<file path="src/rtl/lcd_cmd_sched.sv">
// Two-requester round-robin command scheduler in front of an LCD engine.
// Each requester owns a small FIFO; exactly one command is in flight at a time.

module lcd_cmd_fifo #(
    parameter int DEPTH = 4
) (
    input  logic       clk,
    input  logic       reset,
    input  logic       push,
    input  logic [3:0] din,
    input  logic       pop,
    output logic [3:0] head,
    output logic       not_empty,
    output logic       not_full
);
    localparam int PW = (DEPTH > 1) ? $clog2(DEPTH) : 1;
    localparam int CW = $clog2(DEPTH + 1);
    localparam logic [CW-1:0] FULL_CNT = CW'(DEPTH);

    logic [3:0]    mem [DEPTH];
    logic [PW-1:0] wr_ptr;
    logic [PW-1:0] rd_ptr;
    logic [CW-1:0] count;

    // Pointers wrap naturally because DEPTH is a power of two.
    always_ff @(posedge clk or negedge reset) begin
        if (!reset) begin
            wr_ptr <= '0;
            rd_ptr <= '0;
            count  <= '0;
        end else begin
            if (push) wr_ptr <= wr_ptr + PW'(1);
            if (pop)  rd_ptr <= rd_ptr + PW'(1);
            if (push && !pop)      count <= count + CW'(1);
            else if (pop && !push) count <= count - CW'(1);
        end
    end

    always_ff @(posedge clk) begin
        if (push) mem[wr_ptr] <= din;
    end

    assign head      = mem[rd_ptr];
    assign not_empty = (count != '0);
    assign not_full  = (count != FULL_CNT);
endmodule

module lcd_cmd_sched #(
    parameter int DEPTH   = 4,
    parameter int BUSY_TO = 4
) (
    input  logic       clk,
    input  logic       reset,
    input  logic       req0_valid,
    input  logic [3:0] req0_cmd,
    output logic       req0_ready,
    input  logic       req1_valid,
    input  logic [3:0] req1_cmd,
    output logic       req1_ready,
    output logic [3:0] lcd_cmd,
    output logic       lcd_cmd_valid,
    input  logic       lcd_busy,
    input  logic       lcd_done,
    output logic       grant_id,
    output logic       cmd_done,
    output logic       wr_done,
    output logic       err,
    output logic       idle
);
    typedef enum logic [1:0] {S_IDLE, S_ISSUE, S_WAIT_BUSY, S_WAIT_IDLE} state_t;

    localparam int TW = $clog2(BUSY_TO + 1);
    localparam logic [TW-1:0] TO_LAST = TW'(BUSY_TO - 1);

    state_t        state;
    logic          prio;
    logic          wr_flight;
    logic          wr_seen;
    logic [TW-1:0] timer;

    logic       ne0, ne1;
    logic [3:0] head0, head1;
    logic       push0, push1, pop0, pop1;
    logic       issue, sel;
    logic [3:0] issue_cmd;

    function automatic logic is_write(input logic [3:0] code);
        return (code == 4'd0) || (code >= 4'd12);
    endfunction

    assign push0 = req0_valid & req0_ready;
    assign push1 = req1_valid & req1_ready;

    lcd_cmd_fifo #(.DEPTH(DEPTH)) u_fifo0 (
        .clk(clk), .reset(reset), .push(push0), .din(req0_cmd), .pop(pop0),
        .head(head0), .not_empty(ne0), .not_full(req0_ready)
    );

    lcd_cmd_fifo #(.DEPTH(DEPTH)) u_fifo1 (
        .clk(clk), .reset(reset), .push(push1), .din(req1_cmd), .pop(pop1),
        .head(head1), .not_empty(ne1), .not_full(req1_ready)
    );

    // The pointer only matters when both heads compete; a lone requester always wins.
    assign issue     = (state == S_IDLE) && !lcd_busy && (ne0 || ne1);
    assign sel       = (ne0 && ne1) ? prio : !ne0;
    assign pop0      = issue && !sel;
    assign pop1      = issue && sel;
    assign issue_cmd = sel ? head1 : head0;
    assign idle      = (state == S_IDLE) && !ne0 && !ne1;

    always_ff @(posedge clk or negedge reset) begin
        if (!reset) begin
            state         <= S_IDLE;
            prio          <= 1'b0;
            lcd_cmd       <= '0;
            lcd_cmd_valid <= 1'b0;
            grant_id      <= 1'b0;
            cmd_done      <= 1'b0;
            wr_done       <= 1'b0;
            err           <= 1'b0;
            timer         <= '0;
            wr_flight     <= 1'b0;
            wr_seen       <= 1'b0;
        end else begin
            lcd_cmd_valid <= 1'b0;
            cmd_done      <= 1'b0;
            wr_done       <= 1'b0;
            case (state)
                S_IDLE: begin
                    if (issue) begin
                        lcd_cmd       <= issue_cmd;
                        lcd_cmd_valid <= 1'b1;
                        grant_id      <= sel;
                        prio          <= !sel;
                        wr_flight     <= is_write(issue_cmd);
                        wr_seen       <= 1'b0;
                        state         <= S_ISSUE;
                    end
                end
                S_ISSUE: begin
                    timer <= '0;
                    state <= S_WAIT_BUSY;
                end
                S_WAIT_BUSY: begin
                    if (lcd_busy) begin
                        state <= S_WAIT_IDLE;
                    end else if (timer == TO_LAST) begin
                        err      <= 1'b1;
                        cmd_done <= 1'b1;
                        state    <= S_IDLE;
                    end else begin
                        timer <= timer + TW'(1);
                    end
                end
                S_WAIT_IDLE: begin
                    // Only the first write-out completion of a write command is reported.
                    if (lcd_done && wr_flight && !wr_seen) begin
                        wr_done <= 1'b1;
                        wr_seen <= 1'b1;
                    end
                    if (!lcd_busy) begin
                        cmd_done <= 1'b1;
                        state    <= S_IDLE;
                    end
                end
                default: state <= S_IDLE;
            endcase
        end
    end
endmodule

</file>
<file path="config.mk">
export PLATFORM = sky130hd
export DESIGN_NAME = lcd_cmd_sched
export DESIGN_NICKNAME = d
export VERILOG_FILES = /design/src/rtl/lcd_cmd_sched.sv
export SDC_FILE = /design/constraint.sdc
export NUM_CORES = 1
export LEC_CHECK = 0
export CELL_PAD_IN_SITES_DETAIL_PLACEMENT = 2
export CELL_PAD_IN_SITES_GLOBAL_PLACEMENT = 2
export CORE_MARGIN = 8
export CORE_UTILIZATION = 30
export DETAILED_ROUTE_END_ITERATION = 12
export GPL_ROUTABILITY_DRIVEN = 0
export GPL_TIMING_DRIVEN = 1
export MAX_ROUTING_LAYER = met4
export PLACE_DENSITY = 0.58
export REMOVE_ABC_BUFFERS = 1
export SLEW_MARGIN = 20
export SYNTH_ARGS = -nofsm -noshare
export SYNTH_HDL_FRONTEND = slang
export SYNTH_HIERARCHICAL = 1
export SYNTH_SLANG_ARGS = --single-unit
</file>
<file path="constraint.sdc">
create_clock -name clk -period 5.1 [get_ports clk]
set_input_delay 0.51 -clock clk [delete_from_list [all_inputs] [get_ports clk]]
set_output_delay 0.51 -clock clk [all_outputs]
set_load 0.05 [all_outputs]
</file>
==> impl_metrics.json, run 1 <==
{
  "hp-start": "wr_seen",
  "cts_resized": 0,
  "fillerInstances": 937,
  "vdd_drop_max_uv": 192,
  "max_cap_viol_count": 0,
  "rows": 35,
  "power.total_mw": 2.06,
  "vias": 1578,
  "postRouteAntennaNets": 0,
  "crit_path_end_kind": "flop",
  "cts_setup_buffers": 0,
  "wl_met1_mm": 2.60,
  "syn_to_final_growth_pct": 20.1,
  "crit_start": "u_fifo1/count[0]",
  "drive_gt1_frac": 0.127,
  "crit_path_end": "u_fifo0/count[2]",
  "cp_max_fo": 9,
  "firstDrtPassIters": 3,
  "drt-total-wl_mm": 5.60,
  "dp_hpwl_mm": 4.04,
  "holdBufCountCts": 0,
  "drtIter0Drc": 47,
  "crit_path_start_kind": "flop",
  "critPathMaxStageDelay_ns": 0.49,
  "reg2reg_depth": 12,
  "required_ns": 5.37,
  "drc_errors": 0,
  "finalSetupViolations": 0,
  "pin_count": 26,
  "rsz0062_at_grt": "false",
  "die_h_um": 112,
  "relSlewSlack": 0.645,
  "antenna_cells": 0,
  "synth.distinct_cells": 37,
  "status": "finished, final reports clean",
  "dp_cells": 324,
  "power_density_mw_per_mm2": 615,
  "drv_slew": 0,
  "wl_per_cell_um": 16.5,
  "maxUsedRoutingLayer": "met4",
  "max_freq_mhz": 309,
  "fin_tns_setup_ns": 0,
  "clock_latency_ns": 0.34,
  "antenna_found_initial": 0,
  "portBuffers": 25,
  "wl_met2_mm": 2.61,
  "viasPerCell": 4.64,
  "cts_buffers": 9,
  "cts_tree": "built",
  "start_util": 0.306,
  "r2r_slack_ns": 1.86,
  "arrival_ns": 3.51,
  "h-tree-depth": 3,
  "die_area_sq_mm": 0.0126,
  "synth_area_sq_mm": 0.00278,
  "syn_inst": 192,
  "tightest_slew_ns": 0.529,
  "fin_cells": 340,
  "die-width_um": 112,
  "routed-wl-met3_um": 248,
  "fin_crit_ns": 3.24,
  "grt-ovfl-total": 0,
  "synth_seq_area_share": 0.624,
  "synth_seq_cells": 63,
  "track_usage": 0.102,
  "min_path_type": "flop to flop",
  "grt_max_degree": 32,
  "cp_cell_sequence": "or3_1 > nor2_1 > or2_0 > clkinv_2 > and2_1 > inv_1 > ha_1 > inv_1 > fa_1 > xor2_1 > nor2_1 > xor2_1",
  "clockBufferDepth": 2,
  "cts-root-buf": "clkbuf_8",
  "grt_pass1_vias": 1793,
  "power.leakage_nw": 1.31,
  "final_nets": 252,
  "yosys_warnings": 6,
  "finalClockSkew_ns": 0.0111,
  "slowest_stage": "or2_0",
  "timing.rr.start": "u_fifo1/count[0]",
  "finalCritPeriodShare": 0.635,
  "clock_sinks": 63,
  "grt_first_pass_wirelength_mm": 9.62,
  "timing_worst_setup_path_type": "flop to flop",
  "final_hold_viol_count": 0,
  "clk_pin_slew_ns": 0.07,
  "r2r-end": "u_fifo0/count[2]",
  "core_area_sq_mm": 0.00911,
  "syn_area_per_cell_sq_um": 14.5
}
cells in the mapped netlist, drive strengths merged:
master	n	area [sq um]
and3	1	6.26
a31oi	1	6.26
nor4bb	1	10.0
or2	2	12.5
nor3	2	10.0
xnor2	4	35.0
nor4	2	12.5
fa	2	40.0
nand2	12	45.0
buf	4	45.0
mux2	3	33.8
edfxtp	32	961
nor3b	1	7.51
clkbuf	1	3.75
nor2	11	41.3
and2	11	68.8
a21o	1	7.51
or4	1	7.51
o21ai	14	70.1
mux2i	7	70.1
o31a	1	8.76
o31ai	1	7.51
nand4	1	6.26
inv	10	37.5
a211oi	1	7.51
nor2b	1	6.26
mux4	8	180
clkinv	1	5.00
dfrtp	31	776
ha	12	150
xor2	8	70.1
a21boi	1	11.3
or3	3	23.8
metrics by stage:
step / instance area, sq um / util / hold WS [ns] / setup slack, ns
after floorplan: 2740 / - / 0.214 / 2.26
after global placement: 3130 / 0.344 / 0.438 / 1.76
after detailed placement: 3130 / 0.344 / 0.447 / 1.69
after CTS: 3340 / 0.367 / 0.458 / 1.80
after global routing: 3340 / 0.367 / 0.477 / 1.61
final: 3340 / 0.367 / 0.456 / 1.86
worst max-delay path: cells and delay by family (launching register included):
family	cells	cell delay (ns)
xor gates and xnor gates	2	0.30
adders and majority gates	2	0.55
buffers and inverters	3	0.32
DFF	1	0.44
and+or+nand+nor	5	1.55
where the power goes:
| group | switching (mW) | internal [mW] |
|---|---|---|
| clock | 0.194 | 0.273 |
| sequential | 0.152 | 0.707 |
| combinational | 0.408 | 0.322 |
| total | 0.755 | 1.30 |
area by class of cell:
cell class / count / area [sq um] / share of cell area
flip-flops and latches: 63 / 1740 / 0.519
multi-input cells: 113 / 956 / 0.286
repair buffers: 26 / 258 / 0.0771
well taps: 111 / 139 / 0.0415
clock buffers: 10 / 128 / 0.0382
clock inverters: 6 / 85.1 / 0.0254
inverters: 11 / 42.5 / 0.0127
worst min path at each step:
| stage | endpoint | slack (ns) | cells past startpoint |
|---|---|---|---|
| detailed placement | wr_done | 0.45 | 1 |
| floorplan | cmd_done | 0.21 | 0 |
| finish | wr_done | 0.46 | 1 |
| CTS | wr_done | 0.46 | 1 |
| global placement | wr_done | 0.44 | 1 |
| global route | wr_done | 0.48 | 1 |
flip-flops by register name, summed over array words and instances (netlist names):
signal          count
cmd_done            1
u_fifo0/wr_ptr      2
u_fifo1/wr_ptr      2
lcd_cmd             4
err                 1
wr_flight           1
wr_done             1
wr_seen             1
u_fifo0/rd_ptr      2
u_fifo0/mem        16
lcd_cmd_valid       1
u_fifo1/count       3
state               2
grant_id            1
u_fifo1/rd_ptr      2
u_fifo0/count       3
prio                1
u_fifo1/mem        16
timer               3
cells in the final DEF, fill, tap and decap left out, drive strengths merged, types with 2 or more instances in the layout:
cell type       n
mux4            8
mux2i           7
bufinv          2
ha             12
nand2          12
and2           11
nor3            2
clkbuf         10
inv            10
clkdlybuf4s50  25
xor2            8
or2             2
o21ai          14
or3             3
edfxtp         32
xnor2           4
mux2            3
nor2           11
fa              2
nor4            2
dfrtp          31
clkinv          4
routing by layer:
metal / track usage / vias up
met1: 0.115 / 792
met3: 0.0370 / 11
met2: 0.154 / 29
met5: - / -
li1: - / 746
met4: 0.0549 / 0
cells by family after synthesis:
logic type | after synthesis | share of synthesized area
compound gates | 20 | 0.0427
flops | 63 | 0.624
mux | 18 | 0.102
buf+inv | 16 | 0.0328
xor+xnor | 12 | 0.0378
fa+ha+maj | 14 | 0.0683
simple gates | 49 | 0.0926
Power figures use the tool's default switching activity.
==> inputs of run 2 (changes only) <==
Settings changed: PLACE_DENSITY 0.58 to 0.6.
Clock period 5.1 ns to 2.74 ns, I/O delays scaled along.
==> run 2 against run 1 <==
Clock power increased by 72%. Sequential share of layout area decreased by 1.2 points. Global-route usage increased by 0.45 points. Highest routed layer unchanged. Flip-flop and latch count unchanged. Largest cell class unchanged. Register-to-register slack got worse by 1.7 ns. Clock skew about the same. Worst setup slack got worse by 1.7 ns. Combinational power increased by 110%. Maximum frequency increased by 28%.
==> impl_metrics.json, run 2 (synthesized netlist as in run 1, its figures left out) <==
{
  "rows": 35,
  "timing.rr.start": "u_fifo1/count[2]",
  "antenna_cells": 0,
  "die_h_um": 112,
  "start_util": 0.306,
  "wl_met2_mm": 3.06,
  "mostFrequentLayoutCell": "edfxtp_1",
  "fin_tns_setup_ns": 0,
  "grt_pass1_vias": 1867,
  "drv_slew": 0,
  "cp_cell_sequence": "or3_1 > nor2_2 > or2_4 > clkinv_2 > and2_1 > inv_1 > ha_1 > inv_1 > fa_1 > xor2_1 > nor2_1 > xor2_1",
  "max_freq_mhz": 394,
  "die_area_sq_mm": 0.0126,
  "finalClockSkew_ns": 0.0107,
  "fillerInstances": 926,
  "vias": 1641,
  "path_delay_family": "simple AND/OR/NAND/NOR gates",
  "place_area_sq_mm": 0.00322,
  "finalCritPeriodShare": 0.925,
  "wl_met1_mm": 2.58,
  "tightest_slew_ns": 0.509,
  "required_ns": 3.01,
  "clk_pin_slew_ns": 0.08,
  "maxUsedRoutingLayer": "met4",
  "routed-wl-met3_um": 222,
  "layout_common_cells": "edfxtp_1, dfrtp_1, clkdlybuf4s50_1",
  "vdd_drop_max_uv": 262,
  "crit_path_start_kind": "flop",
  "drive_gt1_frac": 0.191,
  "clockBufferDepth": 2,
  "grt-ovfl-total": 0,
  "final_nets": 264,
  "portBuffers": 25,
  "postRouteAntennaNets": 0,
  "die-width_um": 112,
  "setup_ws_ns": 0.205,
  "cts_buffers": 9,
  "cts-root-buf": "clkbuf_8",
  "critPathBufInv": 3,
  "fin_area_sq_mm": 0.00342,
  "drt-total-wl_mm": 5.95,
  "final_hold_viol_count": 0,
  "hold_slack_ns": 0.340,
  "dp_cells": 336,
  "finalSetupViolations": 0,
  "crit_path_end_kind": "flop",
  "cp_max_fo": 3,
  "syn_to_final_growth_pct": 22.9,
  "critPathMaxStageDelay_ns": 0.46,
  "clock_sinks": 63,
  "grt_first_pass_wirelength_mm": 9.96,
  "preCtsSetupSlack_ns": 0.0327,
  "drc_errors": 0,
  "clock_latency_ns": 0.34,
  "fin_cells": 352,
  "wl_per_cell_um": 16.9,
  "track_usage": 0.106,
  "firstDrtPassIters": 3,
  "antenna_found_initial": 0,
  "status": "finished, final reports clean",
  "pin_count": 26,
  "fin_crit_ns": 2.54,
  "max_cap_viol_count": 0,
  "slowest_stage": "or3_1",
  "viasPerCell": 4.66,
  "timing_worst_setup_path_type": "flop to flop",
  "rsz0062_at_grt": "false",
  "largestRegisters": "u_fifo0/mem x16, u_fifo1/mem x16, lcd_cmd x4",
  "grt_max_degree": 32,
  "cts_tree": "built",
  "dp_hpwl_mm": 4.47,
  "core_area_sq_mm": 0.00911,
  "power.leakage_nw": 1.36,
  "power_density_mw_per_mm2": 1130,
  "crit_start": "u_fifo1/count[2]",
  "min_path_type": "input port to async pin",
  "h-tree-depth": 3,
  "relSlewSlack": 0.660,
  "arrival_ns": 2.80,
  "drtIter0Drc": 41
}
## run 2: timing repair
item                       4_1_cts  5_1_grt
hold buffers                     0        0
resized for setup                1        2
buffers inserted                 0        0
setup endpoints to repair        1        2
## run 2: layer usage
metal	vias to the layer above	GRT usage
met2	24	0.170
met5	-	-
li1	769	-
met4	0	0.0432
met3	6	0.0370
met1	842	0.120
## run 2: layout make-up
class                           instances  area (sq um)  share of cell area
Clock buffer                            9           124              0.0362
Clock inverter                          7          72.6              0.0212
Inverter                               11          42.5              0.0124
Multi-Input combinational cell        113           961               0.281
Sequential cell                        63          1740               0.508
Tap cell                              111           139              0.0406
Timing Repair Buffer                   38           345               0.101
## run 2: path summary, 6_finish.rpt
path	cells past startpoint	slack, ns	end
max	12	0.20	u_fifo0/count[2]
min	2	0.34	timer[2]
max reg2reg	12	0.20	u_fifo0/count[2]
min reg2reg	1	0.45	wr_done
max in group asynchronous	2	2.09	lcd_cmd_valid
min in group clk	1	0.45	wr_done
## run 2: report_power, final
part           switching (mW)  internal [mW]
Sequential              0.232           1.31
Combinational           0.845          0.673
Clock                   0.385          0.421
## run 2: metrics by stage
| stage | power [mW] | util |
|---|---|---|
| finish | 3.87 | 0.376 |
| global placement | 3.06 | 0.353 |
| global route | 4.14 | 0.376 |
| floorplan | 2.54 | - |
| detailed placement | 3.12 | 0.353 |
| CTS | 3.96 | 0.375 |
